## config.mk

```make
export PLATFORM = sky130hd
export DESIGN_NAME = exu_disp
export DESIGN_NICKNAME = d
export VERILOG_FILES = /design/src/rtl/exu_disp.sv
export SDC_FILE = /design/constraint.sdc
export NUM_CORES = 1
export LEC_CHECK = 0
export ABC_CLOCK_PERIOD_IN_PS = 2690
export BUFFER_PORTS_ARGS = -buffer_cell sky130_fd_sc_hd__clkbuf_2
export CAP_MARGIN = 20
export CORE_MARGIN = 5
export CORE_UTILIZATION = 50
export DETAILED_ROUTE_END_ITERATION = 10
export PLACE_DENSITY = 0.75
export SLEW_MARGIN = 5
export SYNTH_ARGS = -nofsm -noshare
export SYNTH_HDL_FRONTEND = slang
export SYNTH_SLANG_ARGS = --single-unit
```

## constraint.sdc

```tcl
create_clock -name clk -period 2.69 [get_ports clk]
set_input_delay 0.538 -clock clk [delete_from_list [all_inputs] [get_ports clk]]
set_output_delay 0.538 -clock clk [all_outputs]
set_load 0.01 [all_outputs]
```

## src/rtl/exu_disp.sv

```systemverilog
// ---------------------------------------------------------------------------
// exu_disp : dispatch scheduler between decoder and execution units.
//
// Steers each decoded instruction to exactly one of ALU / BJP / MULDIV / AGU
// over a valid/ready handshake. Long-latency ops (MULDIV or AGU with a
// register write) are tracked in an outstanding-instruction table (OITF) so
// that younger instructions with RAW/WAW dependencies on them are held back.
// Illegal instructions are held until the OITF has drained, then raise a
// single-cycle exception request.
//
// Ports
//   clk, rst_n                      clock, async active-low reset
//   i_valid / i_ready               decoder handshake
//   i_grp_*                         one-hot target unit group
//   i_illegal                       decoder illegal flag
//   i_rs1en/i_rs2en/i_rdwen, *idx   operand / destination enables and indices
//   i_flush                         kills the current dispatch attempt
//   o_*_valid / i_*_ready           per-unit request handshake
//   o_itag                          OITF tag of a dispatched long op
//   o_illegal_valid                 exception request
//   i_lwb_valid / i_lwb_itag        long-latency writeback retiring oldest entry
//   o_oitf_empty/full/cnt           OITF status
//   o_ret_err                       sticky: retire with bad tag or while empty
// ---------------------------------------------------------------------------
module exu_disp #(
    parameter int RFIDX_W    = 5,
    parameter int OITF_DEPTH = 4,
    parameter int ITAG_W     = 2
) (
    input  logic               clk,
    input  logic               rst_n,
    input  logic               i_valid,
    output logic               i_ready,
    input  logic               i_grp_alu,
    input  logic               i_grp_bjp,
    input  logic               i_grp_muldiv,
    input  logic               i_grp_agu,
    input  logic               i_illegal,
    input  logic               i_rs1en,
    input  logic               i_rs2en,
    input  logic               i_rdwen,
    input  logic [RFIDX_W-1:0] i_rs1idx,
    input  logic [RFIDX_W-1:0] i_rs2idx,
    input  logic [RFIDX_W-1:0] i_rdidx,
    input  logic               i_flush,
    output logic               o_alu_valid,
    output logic               o_bjp_valid,
    output logic               o_muldiv_valid,
    output logic               o_agu_valid,
    input  logic               i_alu_ready,
    input  logic               i_bjp_ready,
    input  logic               i_muldiv_ready,
    input  logic               i_agu_ready,
    output logic [ITAG_W-1:0]  o_itag,
    output logic               o_illegal_valid,
    input  logic               i_lwb_valid,
    input  logic [ITAG_W-1:0]  i_lwb_itag,
    output logic               o_oitf_empty,
    output logic               o_oitf_full,
    output logic [ITAG_W:0]    o_oitf_cnt,
    output logic               o_ret_err
);

    localparam logic [ITAG_W:0] PTR_ONE = (ITAG_W+1)'(1);

    // Pointers carry an extra MSB wrap bit to tell full from empty.
    logic [ITAG_W:0]    wr_ptr_r;
    logic [ITAG_W:0]    rd_ptr_r;
    logic [ITAG_W:0]    cnt_r;
    logic               ret_err_r;
    logic [OITF_DEPTH-1:0] vld_r;
    logic [RFIDX_W-1:0] rdidx_r [OITF_DEPTH];

    logic               empty_s;
    logic               full_s;
    logic               long_op_s;
    logic               hazard_s;
    logic               stall_s;
    logic               go_s;
    logic               unit_rdy_s;
    logic               ready_s;
    logic               alloc_s;
    logic               retire_s;

    function automatic logic reg_match(input logic en,
                                       input logic [RFIDX_W-1:0] a,
                                       input logic [RFIDX_W-1:0] b);
        return en & (a == b);
    endfunction

    assign empty_s   = (wr_ptr_r == rd_ptr_r);
    assign full_s    = (wr_ptr_r[ITAG_W-1:0] == rd_ptr_r[ITAG_W-1:0]) &
                       (wr_ptr_r[ITAG_W] != rd_ptr_r[ITAG_W]);
    assign long_op_s = (i_grp_muldiv | i_grp_agu) & i_rdwen;

    // Dependency check against every pending long-latency destination.
    always_comb begin
        hazard_s = 1'b0;
        for (int i = 0; i < OITF_DEPTH; i++) begin
            if (vld_r[i] && (reg_match(i_rs1en, i_rs1idx, rdidx_r[i]) ||
                             reg_match(i_rs2en, i_rs2idx, rdidx_r[i]) ||
                             reg_match(i_rdwen, i_rdidx,  rdidx_r[i]))) begin
                hazard_s = 1'b1;
            end else begin
                hazard_s = hazard_s;
            end
        end
    end

    // A full table blocks allocation even if a retire lands this cycle.
    assign stall_s    = hazard_s | (long_op_s & full_s);
    assign go_s       = i_valid & ~i_flush & ~stall_s & ~i_illegal;
    assign unit_rdy_s = (i_grp_alu    & i_alu_ready)    |
                        (i_grp_bjp    & i_bjp_ready)    |
                        (i_grp_muldiv & i_muldiv_ready) |
                        (i_grp_agu    & i_agu_ready);

    // Handshake back to the decoder; illegal ops wait for the OITF to drain.
    always_comb begin
        if (i_illegal) begin
            ready_s = i_valid & ~i_flush & empty_s;
        end else begin
            ready_s = go_s & unit_rdy_s;
        end
    end

    assign i_ready         = ready_s;
    assign o_alu_valid     = go_s & i_grp_alu;
    assign o_bjp_valid     = go_s & i_grp_bjp;
    assign o_muldiv_valid  = go_s & i_grp_muldiv;
    assign o_agu_valid     = go_s & i_grp_agu;
    assign o_illegal_valid = i_valid & ready_s & i_illegal;
    assign o_itag          = wr_ptr_r[ITAG_W-1:0];

    assign alloc_s  = i_valid & ready_s & ~i_illegal & long_op_s;
    assign retire_s = i_lwb_valid & ~empty_s &
                      (i_lwb_itag == rd_ptr_r[ITAG_W-1:0]);

    // OITF entry storage: set on allocation, cleared on in-order retire.
    always_ff @(posedge clk or negedge rst_n) begin
        if (!rst_n) begin
            vld_r <= '0;
            for (int i = 0; i < OITF_DEPTH; i++) begin
                rdidx_r[i] <= '0;
            end
        end else begin
            if (retire_s) begin
                vld_r[rd_ptr_r[ITAG_W-1:0]] <= 1'b0;
            end else begin
                vld_r <= vld_r;
            end
            if (alloc_s) begin
                vld_r[wr_ptr_r[ITAG_W-1:0]]   <= 1'b1;
                rdidx_r[wr_ptr_r[ITAG_W-1:0]] <= i_rdidx;
            end else begin
                rdidx_r <= rdidx_r;
            end
        end
    end

    // Pointer, occupancy and sticky retire-error bookkeeping.
    always_ff @(posedge clk or negedge rst_n) begin
        if (!rst_n) begin
            wr_ptr_r  <= '0;
            rd_ptr_r  <= '0;
            cnt_r     <= '0;
            ret_err_r <= 1'b0;
        end else begin
            if (alloc_s) begin
                wr_ptr_r <= wr_ptr_r + PTR_ONE;
            end else begin
                wr_ptr_r <= wr_ptr_r;
            end
            if (retire_s) begin
                rd_ptr_r <= rd_ptr_r + PTR_ONE;
            end else begin
                rd_ptr_r <= rd_ptr_r;
            end
            case ({alloc_s, retire_s})
                2'b10:   cnt_r <= cnt_r + PTR_ONE;
                2'b01:   cnt_r <= cnt_r - PTR_ONE;
                default: cnt_r <= cnt_r;
            endcase
            if (i_lwb_valid && !retire_s) begin
                ret_err_r <= 1'b1;
            end else begin
                ret_err_r <= ret_err_r;
            end
        end
    end

    assign o_oitf_empty = empty_s;
    assign o_oitf_full  = full_s;
    assign o_oitf_cnt   = cnt_r;
    assign o_ret_err    = ret_err_r;

endmodule
```

# Yosys cells after proc, flatten, opt, wreduce, memory -nomap -nowiden
# Cells that the tools add are included.
# word_totals
elab_cells	117
reg_bits	34
# classes
n_reduce_logical	18
order_cmp	6
bitwise_logic	47
muxes	15
add_sub_neg	4
eq_ne	18
# ops
op	count
5-bit == test	12
1-bit AND	34
20-bit bitwise mux	1
5-bit demux with 2-bit select	1
3-bit by 1-bit adder with 3-bit output (second input constant)	3
1-bit logical AND	8
1-bit logical OR	8
4-bit two-way mux	2
1-bit two-way mux	7
2-bit by 3-bit < comparator with 1-bit output (second input constant)	2
3-bit one-hot mux with 2 select lines	1
5-bit two-way mux	1
1-bit bitwise OR	5
4-bit AND	1
1-bit demux with 2-bit select	2
2-bit == test	2
2-bit by 1-bit greater-or-equal comparator with 1-bit output (second input constant)	2
1-bit NOT	4
4-bit NOT	1
4-bit bitwise OR	1
3-bit == test	1
3-bit greater-or-equal comparator (second input constant)	1
3-bit by 1-bit < comparator with 1-bit output (second input constant)	1
2-bit NOT with 3-bit output	1
6 further kinds	6

# Logic depth before layout (Yosys ltp)
# Gate-level depths: netlist of run 1.
# depth
ltp_word	20
depth_mapped	12
depth_no_buf	11

# Worst setup path after synthesis of run 1
# Ideal clock, no wire load.
# synth_timing
kind	input to register
start	in i_rdidx[4]
end	reg cnt_r[2], in the netlist o_oitf_cnt[2]
path_buffers	1
setup_ps	125
path_slack_ps	-107
t_required_ps	2565
arrival_ps	2672
path_stages	12
cell_sequence	buf_2 -> xor2_1 -> nor4_1 -> nand4_1 -> nand3_1 -> nor4_4 -> nand2_1 -> ha_1 -> fa_1 -> xnor2_1 -> nor2_1 -> xor2_1
# synth_between
elab_chain_len	19
elab_cells_between_ends	33
cone_classes	eq/ne: 6; mux: 6; bitwise: 12; reduce/logical: 9
# synth_rtl
item	line	rtl
start, declared	44	input logic [RFIDX_W-1:0] i_rdidx,
5-bit == test	88	return en & (a == b);
1-bit AND	88	
1-bit logical OR	101	reg_match(i_rs2en, i_rs2idx, rdidx_r[i]) ||
1-bit logical AND	100	if (vld_r[i] && (reg_match(i_rs1en, i_rs1idx, rdidx_r[i]) ||
1-bit two-way mux (3 in series)	100	
1-bit two-way mux *	100	
1-bit bitwise OR *	111	assign stall_s = hazard_s | (long_op_s & full_s);
1-bit NOT *	112	assign go_s = i_valid & ~i_flush & ~stall_s & ~i_illegal;
1-bit AND * (2 in series)	112	
1-bit AND *	123	ready_s = go_s & unit_rdy_s;
1-bit two-way mux *	120	if (i_illegal) begin
1-bit AND * (3 in series)	135	assign alloc_s = i_valid & ready_s & ~i_illegal & long_op_s;
2-bit by 1-bit == test with 1-bit output or 2-bit == test (tied branches)	179	case ({alloc_s, retire_s})
3-bit one-hot mux with 2 select lines or 2-bit nonzero test (tied branches)	n/a	
end signal, assigned	180	2'b10: cnt_r <= cnt_r + PTR_ONE;
end signal, assigned	181	2'b01: cnt_r <= cnt_r - PTR_ONE;
end signal, assigned	182	default: cnt_r <= cnt_r;
end, declared	69	logic [ITAG_W:0] cnt_r;
# Every way passes the cells marked *; elsewhere a longest branch is shown, timed or not.
# A chain may end at the register's enable or synchronous reset.

# Worst setup path after layout of run 1
# layout_timing
start	reg rd_ptr_r[2]
end	out o_agu_valid
# layout_between
elab_chain_len	8
# layout_rtl
item	line	rtl
start, declared	68	logic [ITAG_W:0] rd_ptr_r;
start signal, assigned	175	rd_ptr_r <= rd_ptr_r + PTR_ONE;
start signal, assigned	177	rd_ptr_r <= rd_ptr_r;
1-bit != test	93	(wr_ptr_r[ITAG_W] != rd_ptr_r[ITAG_W]);
1-bit AND	92	assign full_s = (wr_ptr_r[ITAG_W-1:0] == rd_ptr_r[ITAG_W-1:0]) &
1-bit AND	111	
1-bit bitwise OR	111	
1-bit NOT	112	
1-bit AND (2 in series)	112	
1-bit AND	131	assign o_agu_valid = go_s & i_grp_agu;
end, declared	49	output logic o_agu_valid,
# No other way between the ends.

==> results.md, run 1 <==
Run status:
- The flow ran to the end, but the final reports show violations.
- The final reports fail on setup timing.

Worst setup path:
- The worst setup path is captured at a primary output.
- The startpoint type of the worst setup path is a register.
- The kind of cell with the highest combined delay along the critical path is simple AND/OR/NAND/NOR gates.
- Traced cell by cell, the critical path runs through xnor2_2 -> nor4_2 -> nor4b_2 -> nand3_1 -> buf_4 -> nor4_4 -> buf_4 -> and2_4 -> buf_6.
- The critical path data required time is 2150 ps.
- For this design, the slowest cell found on the critical path is sky130_fd_sc_hd__dfrtp_1.
- By instance count, the cell type seen most on the critical path is sky130_fd_sc_hd__buf_4.
- Data on the critical path arrives at its endpoint at 2250 ps.
- In this run the worst path has a maximum fanout of 5.
- The combined buffer and inverter count along the critical path is 3.
- The kind of critical path is register to primary output.
- The largest stage delay on the critical path is 410 ps.

Logic synthesis:
- The share of the Yosys chip area taken by registers is 0.3632.
- The count of state elements after synthesis is 34.
- The number of nets in the synthesized netlist is 262.
- The cell area after synthesis is 2342 um2.
- The netlist uses 27 different library cells.
- The number of warnings reported in the yosys synthesis log is 0.
- Synthesis produced 218 cells.
- The average cell area after synthesis is 10.74 um2.

STA:
- Headroom to the max-slew limit came out at 0.4172.
- The final-report max-slew violation count was 0.
- The worst clock skew is 2.339 ps.
- Setup repair after global routing could not meet its margin everywhere.
- The hold violation count in the final report is 0.
- After layout, the worst setup slack is -96.57 ps.
- At the pin with the least slew margin, the transition time is 874.2 ps.
- The worst path in the final design needs a cycle of 2787 ps, including I/O delays and setup.
- The fraction of the cycle the final worst path needs is 1.036.
- Setup violations remaining at the end of the flow were counted as 6.
- Setup total negative slack on the finished layout was measured at -432.0 ps.
- The achievable clock frequency is 358.9 MHz.

Clock network:
- The number of buffers between clock root and the deepest sink is 2.
- The CTS buffer count is 5.
- The number of hold buffers added after CTS was 0.
- The buffer type at the clock tree root is sky130_fd_sc_hd__clkbuf_8.
- For the worst-skew pair, the clock arrives at the later sink with an insertion delay of 290 ps.
- The tree built by TritonCTS fans out to 34 sinks.
- CTS built an H-tree with a depth of 2.
- The clock-pin slew reported for the worst setup and hold paths after clock tree synthesis is 70 ps.
- TritonCTS built the clock tree.

Floorplanning:
- The area of the core is 4629 um2.
- The area of the die is 6154 um2.
- Row generation in the floorplan step produced 25 rows.
- In this run the count of I/O pins placed on the die edge is 48.
- The die is 78.45 um wide.
- The initial cell density of the core is 0.5059.
- The die outline height is 78.45 um.

Hold path:
- The path class of the tightest hold or removal check is input pin to asynchronous set/reset pin.

GRT:
- After global routing the overflow that remains totals 0.
- The overall global routing resource usage is 0.2159.
- The largest net degree at the start of global routing is 35.
- The first global-routing pass estimated 10.26 mm of wire.
- The number of global-route vias before repair was 2,050.
- The initial antenna violation count was 0.

Placement:
- The number of port buffers is 47.
- The detailed placement HPWL is 4.711 mm.
- The congestion estimate from routability-driven global placement came to 0.9495.

Final layout:
- The share of final-layout standard cells stronger than drive strength 1 is 0.4718.
- The antenna diode count is 0.
- The library cells used most frequently in the layout, excluding fill and tap cells, are sky130_fd_sc_hd__xor2_1, sky130_fd_sc_hd__clkbuf_2, sky130_fd_sc_hd__buf_4.
- The area growth from synthesis to layout is 33.28%.
- For this run, the post-layout net count is 344.
- The leading cell type in the layout, fill and taps excluded is sky130_fd_sc_hd__xor2_1.

Drt:
- The first detailed-routing pass took 4 iterations.
- The total length of routed wires is 6.199 mm.
- Dividing the detail-routed wire length by the instance count gives 17.46 um.
- The number of remaining DRC errors is 0.
- The detail-routed via count per cell is 5.521.
- The via count is 1,960.
- In this run the remaining antenna-violating nets after routing total 0.
- For this block, the initial DRC count from the detailed router was 176.

Power and ir drop:
- The design draws 2.311 mW.
- The standby leakage power is 1.588 nW.
- IR analysis of the VDD net gives a maximum drop of 306.3 uV.
- The power density over the cells is 740.3 nW/um2.

Flow run:
- The number of max-capacitance violations reported is 0.
[metal layers]
layer  track usage  up-vias  wire [um]
li1              -      920          -
met1        0.2876      964       2699
met2        0.3493       66       2999
met3       0.05390       10        378
met4       0.05944        0        121
met5             0        -          0
[cell families (layout without fill, tap and decap cells)]
family | count (synthesis) | after routing | synth area share
compound gates | 6 | 6 | 0.01816
simple gates | 61 | 61 | 0.1603
flops | 34 | 34 | 0.3632
buf+inv | 13 | 96 | 0.02671
mux | 22 | 22 | 0.1058
fa+ha+maj | 10 | 10 | 0.05663
xor+xnor | 72 | 72 | 0.2692
[timing repair]
item,in CTS,in global routing
gates resized for setup,13,18
cloned,0,0
pin swaps,13,5
endpoints found under the setup margin,7,7
setup buffers,8,1
[registers in the layout, summed over array words and instances (netlist names)]
signal / flops
rdidx_r: 20
vld_r: 4
o_oitf_cnt: 3
rd_ptr_r: 3
wr_ptr_r: 3
o_ret_err: 1
[final timing paths]
kind	cells after the start	startpoint	end	slack, ps
worst max-delay path	9	rd_ptr_r[2]	o_agu_valid	-100
worst min-delay path	1	rst_n	wr_ptr_r[2]	360
worst max register to register	12	rd_ptr_r[2]	o_oitf_cnt[2]	-50
worst min register to register	1	o_oitf_cnt[2]	o_oitf_cnt[2]	460
max in group asynchronous	1	rst_n	rdidx_r[10]	1730
min in group clk	1	o_oitf_cnt[2]	o_oitf_cnt[2]	460
[area by class of cell]
class / instances / area [um2]
Tap cell: 54 / 67.56
Inverter: 6 / 22.52
Fill cell: 354 / 1508
Multi-Input combinational cell: 171 / 1496
Timing Repair Buffer: 82 / 535.5
Clock inverter: 3 / 68.82
Sequential cell: 34 / 862.1
Clock buffer: 5 / 68.82
[through the flow]
step	setup WS, ps	hold slack [ps]	cell area [um2]	std cells	utilization
detailed placement	-229.6	456.5	2823	338	0.6097
global placement	-160.5	454.1	2823	338	0.6097
floorplan	1.089	242.4	2370	218	-
global route	-218.5	415.8	3122	355	0.6743
CTS	-112.9	376.8	3065	354	0.6622
finish	-96.57	355.0	3122	355	0.6743
[power by group]
part           switching [mW]  internal (mW)  leakage (nW)
logic                   0.448          0.489          1.09
clock network           0.203          0.371        0.0683
registers               0.160          0.639         0.433
[synthesized netlist by cell type]
| master | count | area, um2 |
|---|---|---|
| sky130_fd_sc_hd__inv_1 | 6 | 22.52 |
| sky130_fd_sc_hd__nor3_1 | 1 | 5.000 |
| sky130_fd_sc_hd__nand3_1 | 6 | 30.03 |
| sky130_fd_sc_hd__nand4_1 | 13 | 81.33 |
| sky130_fd_sc_hd__nor4_1 | 13 | 81.33 |
| sky130_fd_sc_hd__xor2_1 | 53 | 464.2 |
| sky130_fd_sc_hd__o21bai_1 | 2 | 15.01 |
| sky130_fd_sc_hd__xnor2_1 | 19 | 166.4 |
| sky130_fd_sc_hd__nor2_1 | 3 | 11.26 |
| sky130_fd_sc_hd__nor4b_2 | 1 | 15.01 |
| sky130_fd_sc_hd__nand3_2 | 1 | 10.01 |
| sky130_fd_sc_hd__nor4_2 | 1 | 12.51 |
| sky130_fd_sc_hd__or2_2 | 1 | 6.260 |
| sky130_fd_sc_hd__mux2_2 | 22 | 247.7 |
| sky130_fd_sc_hd__or4_2 | 1 | 8.760 |
| sky130_fd_sc_hd__buf_4 | 2 | 15.01 |
| sky130_fd_sc_hd__dfrtp_1 | 34 | 850.8 |
| sky130_fd_sc_hd__a22o_1 | 1 | 8.760 |
| sky130_fd_sc_hd__fa_1 | 1 | 20.02 |
| sky130_fd_sc_hd__buf_2 | 5 | 25.02 |
| sky130_fd_sc_hd__and4b_1 | 1 | 10.01 |
| sky130_fd_sc_hd__nor4_4 | 1 | 21.27 |
| sky130_fd_sc_hd__o21ai_0 | 2 | 10.01 |
| sky130_fd_sc_hd__and2_2 | 4 | 30.03 |
| sky130_fd_sc_hd__nand2_1 | 14 | 52.55 |
| sky130_fd_sc_hd__ha_1 | 9 | 112.6 |
| sky130_fd_sc_hd__a221oi_1 | 1 | 8.760 |
Note: power is estimated with default switching activity, not from simulation.
==> inputs of run 2 (changes only) <==
--- a/config.mk
+++ b/config.mk
@@ -12,6 +12,7 @@
 export CORE_UTILIZATION = 50
 export DETAILED_ROUTE_END_ITERATION = 10
 export PLACE_DENSITY = 0.75
+export RECOVER_POWER = 100
 export SLEW_MARGIN = 5
 export SYNTH_ARGS = -nofsm -noshare
 export SYNTH_HDL_FRONTEND = slang
==> run 2 against run 1 <==
Compared with the run above:
- combinational power down 5.1%
- via count down 0.26%
- non-clock buffer count unchanged
- largest power group unchanged
- highest routed layer unchanged
- the flow finishes with violations (capacitance limit, slew limit, setup timing)
- worst setup slack worse by 0.71 ps
- sequential cell count unchanged
- global-route usage unchanged
- clock power about the same
- total power down 2.1%
- critical endpoint unchanged
- register-to-register slack about the same
- critical path type unchanged
- routed wire length up 0.50%
- worst hold slack better by 110 ps
- sequential power about the same
==> results.md, run 2 (synthesized netlist as in run 1, its figures left out) <==
Drt:
- The number of violations reported at the end of detailed-routing iteration 0 was 231 (+31%).
- The total length of routed wires is 6.230 mm (+0.50%).
- The via count came to 1,955 (-0.26%).
- The detail-routed via count per cell is 5.507 (-0.26%).
- The number of antenna-violating nets in the routed design is 0 (unchanged).
- The iteration count of the initial detailed-routing pass was 4 (unchanged).
- The average wire per standard cell is 17.55 um (+0.50%).
- The number of remaining DRC errors is 0 (unchanged).

Worst setup path:
- The startpoint type of the worst setup path is a register.
- The library cell contributing the largest single delay on the critical path is sky130_fd_sc_hd__dfrtp_1.
- Traced cell by cell, the critical path runs through xnor2_2 -> nor4_2 -> nor4b_2 -> nand3_1 -> buf_4 -> nor4_4 -> buf_4 -> and2_4 -> buf_6.
- The critical path data required time is 2150 ps (about the same).
- STA classifies the critical path endpoint as a primary output.
- The flop-to-flop setup slack was -50 ps (about the same).
- The critical path is of the register to primary output type.
- The largest stage delay on the critical path is 410 ps (about the same).
- Among the stages of the critical path, the cell type that occurs most often is sky130_fd_sc_hd__buf_4.
- The data arrival time at the worst-slack endpoint was 2250 ps (about the same).
- The maximum fanout count along the critical path came to 5 (unchanged).

GRT:
- The global-route wire length before repair is 10.26 mm (unchanged).
- The largest net degree at the start of global routing is 35 (unchanged).
- The met1 usage in global routing was 0.2876 (unchanged).
- The initial antenna violation count is 0 (unchanged).
- The overall global routing resource usage is 0.2159 (unchanged).
- The layer with the highest usage after global routing is met2.
- The number of global-route vias before repair came to 2,050 (unchanged).
- The total global routing overflow came to 0 (unchanged).
- The global-route track usage on met3 came to 0.05390 (unchanged).
- The met2 track demand over resource in global routing was 0.3493 (unchanged).

Power and ir drop:
- The overall power is 2.262 mW (-2.1%).
- The power density over the cells is 737.7 nW/um2 (-0.35%).
- The worst ir drop on vdd is 291.1 uV (-5.0%).
- The standby leakage power came to 1.543 nW (-2.9%).

Clock network:
- The CTS buffer count is 5 (unchanged).
- The clock latency on the worst-skew pair is 290 ps (about the same).
- The number of buffers between clock root and the deepest sink was 2 (unchanged).
- The buffer type at the clock tree root is sky130_fd_sc_hd__clkbuf_8.
- The clock-pin slew reported for the worst setup and hold paths after clock tree synthesis is 80 ps (about the same).
- The deepest level of the CTS H-tree is 2 (unchanged).
- The clock sink count was 34 (unchanged).
- TritonCTS built the clock tree.

Floorplanning:
- The number of ports placed on the die boundary is 48 (unchanged).
- The die outline height is 78.45 um (unchanged).
- The placement row count is 25 (unchanged).
- The area of the die is 6154 um2 (unchanged).
- The area of the core was 4629 um2 (unchanged).
- The initial cell density of the core came to 0.5059 (unchanged).
- The die span in x is 78.45 um (unchanged).

STA:
- Setup repair after global routing could not meet its margin everywhere.
- The achievable clock frequency is 358.8 MHz (about the same).
- The post-route minimum period is 2787 ps (+0.7058 ps).
- The final setup slack of the worst path is -97.27 ps (-0.7058 ps).
- The final-report max-slew violation count is 35 (+35).
- The hold violation count in the final report is 0 (unchanged).
- The accumulated negative setup slack came to -438.1 ps (-6.148 ps).
- The worst clock skew is 1.524 ps (-0.8146 ps).
- The fraction of the cycle the final worst path needs is 1.036 (about the same).
- The slew at the pin closest to its max-slew limit is 1905 ps (+1031 ps).
- The worst slew margin relative to its limit is -0.2702 (-0.6874).
- The setup-violating endpoint count in the final report was 6 (unchanged).

Final layout:
- Leaving out fill and tap cells, the most frequent cell in the layout is sky130_fd_sc_hd__xor2_1.
- In the layout the commonest cells are sky130_fd_sc_hd__xor2_1, sky130_fd_sc_hd__clkbuf_2, sky130_fd_sc_hd__dfrtp_1, sky130_fd_sc_hd__buf_4, sky130_fd_sc_hd__mux2_2.
- The net count reported at finish is 344 (unchanged).
- The area of all placed cells without fillers is 3067 um2 (-1.8%).
- The share of final-layout standard cells stronger than drive strength 1 is 0.4286 (-0.04319).
- The antenna diode count is 0 (unchanged).
- The layout overhead on the synthesized area is 30.93%.
- The number of flip-flops in the largest register was 20 (unchanged).
- The final-layout fill cell count came to 375 (+5.9%).
- In the final layout, the registers with the most flip-flops are rdidx_r: 20 flops, vld_r: 4 flops.
- rdidx_r holds more flip-flops than any other register.

Placement:
- The detailed placement HPWL is 4.711 mm (unchanged).
- The last weighted congestion value of the routability-driven placer is 0.9495 (unchanged).
- The number of port buffers is 47 (unchanged).
- The placed standard-cell area is 2823 um2 (unchanged).

Run status:
- The run finished, with violations left.
- The final reports fail on capacitance limit, slew limit, setup timing.

Hold path:
- The worst hold path belongs to the class register to register.

Flow run:
- The number of max-capacitance violations reported came to 1 (+1).
## run 2: changes by cell type in the layout (fill, tap and decap cells not counted)
cell / previous run / this run
sky130_fd_sc_hd__nor4_2: 3 / 2
sky130_fd_sc_hd__buf_12: 1 / 0
sky130_fd_sc_hd__clkbuf_4: 0 / 2
sky130_fd_sc_hd__buf_4: 34 / 25
sky130_fd_sc_hd__clkbuf_2: 42 / 39
sky130_fd_sc_hd__nor4_1: 11 / 12
sky130_fd_sc_hd__nor2_1: 2 / 3
sky130_fd_sc_hd__clkbuf_1: 0 / 11
sky130_fd_sc_hd__nor2_2: 1 / 0
## run 2: power by group
| part | switching [mW] | total (mW) | internal, mW | leakage (nW) |
|---|---|---|---|---|
| sequential | 0.159 | 0.799 | 0.639 | 0.433 |
| clock | 0.204 | 0.575 | 0.371 | 0.0683 |
| combinational | 0.439 | 0.889 | 0.450 | 1.04 |
## run 2: area by class of cell
| class | count | area [um2] | area share |
|---|---|---|---|
| multi-input combinational | 171 | 1488 | 0.4851 |
| sequential | 34 | 862.1 | 0.2811 |
| timing repair buffer | 82 | 489.2 | 0.1595 |
| clock buffer | 5 | 68.82 | 0.02244 |
| clock inverter | 3 | 68.82 | 0.02244 |
| tap | 54 | 67.56 | 0.02203 |
| inverter | 6 | 22.52 | 0.007344 |
## run 2: worst paths after layout
kind,from,to,cells past startpoint
worst min register to register,o_oitf_cnt[2],o_oitf_cnt[2],1
worst max register to register,rd_ptr_r[2],o_oitf_cnt[2],12
worst min-delay path,o_oitf_cnt[2],o_oitf_cnt[2],1
min in group asynchronous,rst_n,wr_ptr_r[2],1
max in group asynchronous,rst_n,rdidx_r[9],1
worst max-delay path,rd_ptr_r[2],o_agu_valid,9
## run 2: through the flow
step,instances,hold slack [ps],setup WS [ps],utilization
after global placement,338,454.1,-160.5,0.6097
after floorplan,218,242.4,1.089,-
final,355,464.3,-97.27,0.6624
after CTS,354,376.8,-112.9,0.6622
after global routing,355,489.3,-218.5,0.6624
after detailed placement,338,456.5,-229.6,0.6097
## run 2: critical path: cells and delay by family (launching register included)
kind / cells / cell delay, ps
XOR/XNOR: 1 / 210
AND/OR/NAND/NOR: 5 / 890
buffers and inverters: 3 / 460
flip-flops: 1 / 410
## run 2: timing repair
action / in CTS / in global routing
buffers inserted: 8 / 1
hold buffers: 0 / 0
setup endpoints to repair: 7 / 7
resized for setup: 13 / 18
pin swaps: 13 / 5
## run 2: layer usage
metal	part of all wire	routed length, um
met1	0.43	2703
met2	0.48	2999
met3	0.065	404
met4	0.019	121
met5	0	0
==> inputs of run 3 (changes only) <==
--- a/config.mk
+++ b/config.mk
@@ -13,6 +13,7 @@
 export DETAILED_ROUTE_END_ITERATION = 10
 export PLACE_DENSITY = 0.75
 export RECOVER_POWER = 100
+export SETUP_SLACK_MARGIN = 0.3
 export SLEW_MARGIN = 5
 export SYNTH_ARGS = -nofsm -noshare
 export SYNTH_HDL_FRONTEND = slang
==> run 3 against run 2 <==
Compared with the run above:
- the flow finishes with violations (capacitance limit, slew limit)
- sequential cell count unchanged
- clock power fell by 35%
- die area did not move
- sequential power grew 2%
- worst hold slack gained 5.5 ps
- sequential share of layout area shrank 2.7 points
- maximum frequency grew 4.3%
- largest cell class unchanged
==> results.md, run 3 (synthesized netlist as in run 1, its figures left out) <==
Power and ir drop:
- The overall power is 2.210 mW (-2.3%).
- The power density over the cells is 648.7 nW/um2 (-12%).
- The worst ir drop on vdd is 473.2 uV (+63%).
- The standby leakage power is 1.717 nW (+11%).

Drt:
- The number of remaining DRC errors is 0 (unchanged).
- The iteration count of the initial detailed-routing pass is 4 (unchanged).
- The total length of routed wires is 6.508 mm (+4.5%).
- The number of violations reported at the end of detailed-routing iteration 0 is 160 (-31%).
- In this run the top signal layer used is met4.
- The total met2 wirelength after detailed routing was 3.276 mm (+9.2%).
- The via count is 1,979 (+1.2%).
- The number of antenna-violating nets in the routed design came to 0 (unchanged).
- The detail-routed via count per cell came to 5.422 (-1.5%).
- The routed wire length on met3 is 260 um (-36%).
- The average wire per standard cell is 17.83 um (+1.6%).
- The sum of routed wire segments on met1 came to 2.866 mm (+6.0%).

Worst setup path:
- The largest stage delay on the critical path came to 450 ps (+40 ps).
- The flop-to-flop setup slack is 90 ps (+140 ps).
- The family of cells with the greatest summed delay on the critical path is simple AND/OR/NAND/NOR gates.
- The endpoint of the worst register-to-register path is o_oitf_cnt[2].
- STA classifies the critical path endpoint as a primary output.
- The critical path goes through xnor2_2 -> nor4_2 -> nor4b_2 -> nand3_2 -> or4_4 -> o21bai_4 -> buf_6.
- The maximum fanout count along the critical path is 2 (-3).
- The critical path data required time is 2150 ps (about the same).
- The data arrival time at the worst-slack endpoint is 2130 ps (-120 ps).
- Among all stages on the critical path, the largest delay is contributed by sky130_fd_sc_hd__or4_4.
- The worst register-to-register path begins at wr_ptr_r[2].
- The worst setup path is of the register to primary output kind.
- The combined buffer and inverter count along the critical path is 1 (-2).
- STA classifies the critical path startpoint as a register.
- The depth of the worst register-to-register path came to 12 (unchanged).

Hold path:
- The worst hold path begins at o_oitf_cnt[2].
- The worst hold path depth is 1 (unchanged).
- The sink of the worst hold path is o_oitf_cnt[2].
- The tightest min-delay check is of the register to register type.

STA:
- The post-route minimum period is 2673 ps (-114.6 ps).
- Setup repair after global routing could not meet its margin everywhere.
- The hold violation count in the final report was 0 (unchanged).
- The worst slew margin relative to its limit is -0.2204 (+0.04977).
- The slew at the pin closest to its max-slew limit is 1831 ps (-74.65 ps).
- The achievable clock frequency is 374.2 MHz (+4.3%).
- The setup-violating endpoint count in the final report came to 0 (-6).
- The final-report max-slew violation count is 35 (unchanged).
- The worst clock skew was 2.040 ps (+0.5165 ps).
- The fraction of the cycle the final worst path needs is 0.9936 (-0.04259).

Clock network:
- The number of buffers between clock root and the deepest sink is 2 (unchanged).
- The buffer type at the clock tree root is sky130_fd_sc_hd__clkbuf_8.
- The deepest level of the CTS H-tree is 2 (unchanged).
- The clock sink count was 34 (unchanged).
- TritonCTS built the clock tree.
- The clock-pin slew reported for the worst setup and hold paths after clock tree synthesis came to 70 ps (about the same).
- The CTS buffer count is 5 (unchanged).
- The clock latency on the worst-skew pair is 280 ps (about the same).

Run status:
- The run finished, with violations left.
- The checks that failed: capacitance limit, slew limit.

GRT:
- The total global routing overflow came to 0 (unchanged).
- The initial antenna violation count is 0 (unchanged).
- The overall global routing resource usage came to 0.2049 (-0.01098).
- The largest net degree at the start of global routing is 35 (unchanged).
- The number of global-route vias before repair is 2,008 (-2.0%).
- The global-route wire length before repair is 9.811 mm (-4.4%).

Placement:
- The detailed placement HPWL is 4.654 mm (-1.2%).
- The number of port buffers is 47 (unchanged).
- The last weighted congestion value of the routability-driven placer is 0.8989 (-5.3%).
- The placed standard-cell area is 2929 um2 (+3.8%).

Final layout:
- The antenna diode count is 0 (unchanged).
- The number of flip-flops in the largest register is 20 (unchanged).
- The share of final-layout standard cells stronger than drive strength 1 came to 0.5305 (+0.1020).
- The register containing the most flip-flops in the final layout is rdidx_r.
- Relative to the synthesized area, the layout overhead comes to 45.46%.
- Leaving out fill and tap cells, the most frequent cell in the layout is sky130_fd_sc_hd__xor2_1.
- In the layout the commonest cells are sky130_fd_sc_hd__xor2_1, sky130_fd_sc_hd__buf_4, sky130_fd_sc_hd__clkbuf_2.
- The post-layout utilization of the core is 0.7359 (+0.07351).
- The net count reported at finish came to 354 (+2.9%).
- The largest registers in the layout are rdidx_r: 20 flops, vld_r: 4 flops.
- The area of all placed cells without fillers is 3407 um2 (+11%).

Floorplanning:
- The area of the core is 4629 um2 (unchanged).
- The initial cell density of the core came to 0.5059 (unchanged).
- The area of the die is 6154 um2 (unchanged).
- The die span in x is 78.45 um (unchanged).
- The placement row count is 25 (unchanged).
- The die outline height is 78.45 um (unchanged).
- The number of ports placed on the die boundary is 48 (unchanged).

Flow run:
- The number of max-capacitance violations reported was 1 (unchanged).
run 3: cell types whose count changed in the layout (fill, tap and decap cells not counted), moves of 4 or more:
cell                       before  now
sky130_fd_sc_hd__nor4_1        12    6
sky130_fd_sc_hd__mux2_2        22    3
sky130_fd_sc_hd__nand3_1        4    0
sky130_fd_sc_hd__nand3_4        0    4
sky130_fd_sc_hd__xor2_1        51   47
sky130_fd_sc_hd__nor4_2         2    8
sky130_fd_sc_hd__mux2_4         0   19
sky130_fd_sc_hd__buf_4         25   40
sky130_fd_sc_hd__xor2_2         2    6
sky130_fd_sc_hd__clkbuf_1      11    6
run 3: area by class of cell:
cell class,count,area (um2)
tap,54,67.56
fill,309,1222
multi-input combinational,171,1724
clock buffer,6,72.57
inverter,6,22.52
sequential,34,865.8
clock inverter,2,13.76
timing repair buffer,92,640.6
run 3: worst max-delay path by stage:
stage	depth (start not counted)	from	end
2_1_floorplan	11	i_grp_muldiv	o_oitf_cnt[2]
3_3_place_gp	9	i_rdidx[3]	i_ready
3_5_place_dp	9	i_rdidx[3]	i_ready
4_1_cts	7	rd_ptr_r[2]	i_ready
5_1_grt	7	wr_ptr_r[0]	i_ready
6_report	7	wr_ptr_r[2]	i_ready
run 3: metrics by stage:
| stage | worst slack [ps] | std cells | hold slack, ps | setup TNS [ps] |
|---|---|---|---|---|
| final | 17.31 | 365 | 469.7 | 0 |
| after global routing | -85.32 | 365 | 501.9 | -300.4 |
| after CTS | -26.47 | 360 | 387.4 | -26.47 |
| after detailed placement | -157.8 | 346 | 459.2 | -376.0 |
| after global placement | -139.3 | 346 | 463.3 | -434.8 |
| after floorplan | 46.53 | 218 | 242.4 | 0 |
run 3: metal layers:
metal  vias up  global-route usage
li1        936                   -
met1       976              0.2779
met2        59              0.3450
met3         8             0.02982
met4         0             0.04895
met5         -                   0
run 3: where the power goes:
group	leakage (nW)	switching [mW]	total, mW	internal (mW)
registers	0.428	0.172	0.812	0.640
clock network	0.0452	0.192	0.375	0.183
logic	1.24	0.493	1.02	0.530
run 3: timing repair:
action | CTS | global route
pin swaps | 17 | 16
setup endpoints to repair | 28 | 28
setup buffers | 6 | 5
gates resized for setup | 16 | 63
hold buffers | 0 | 0
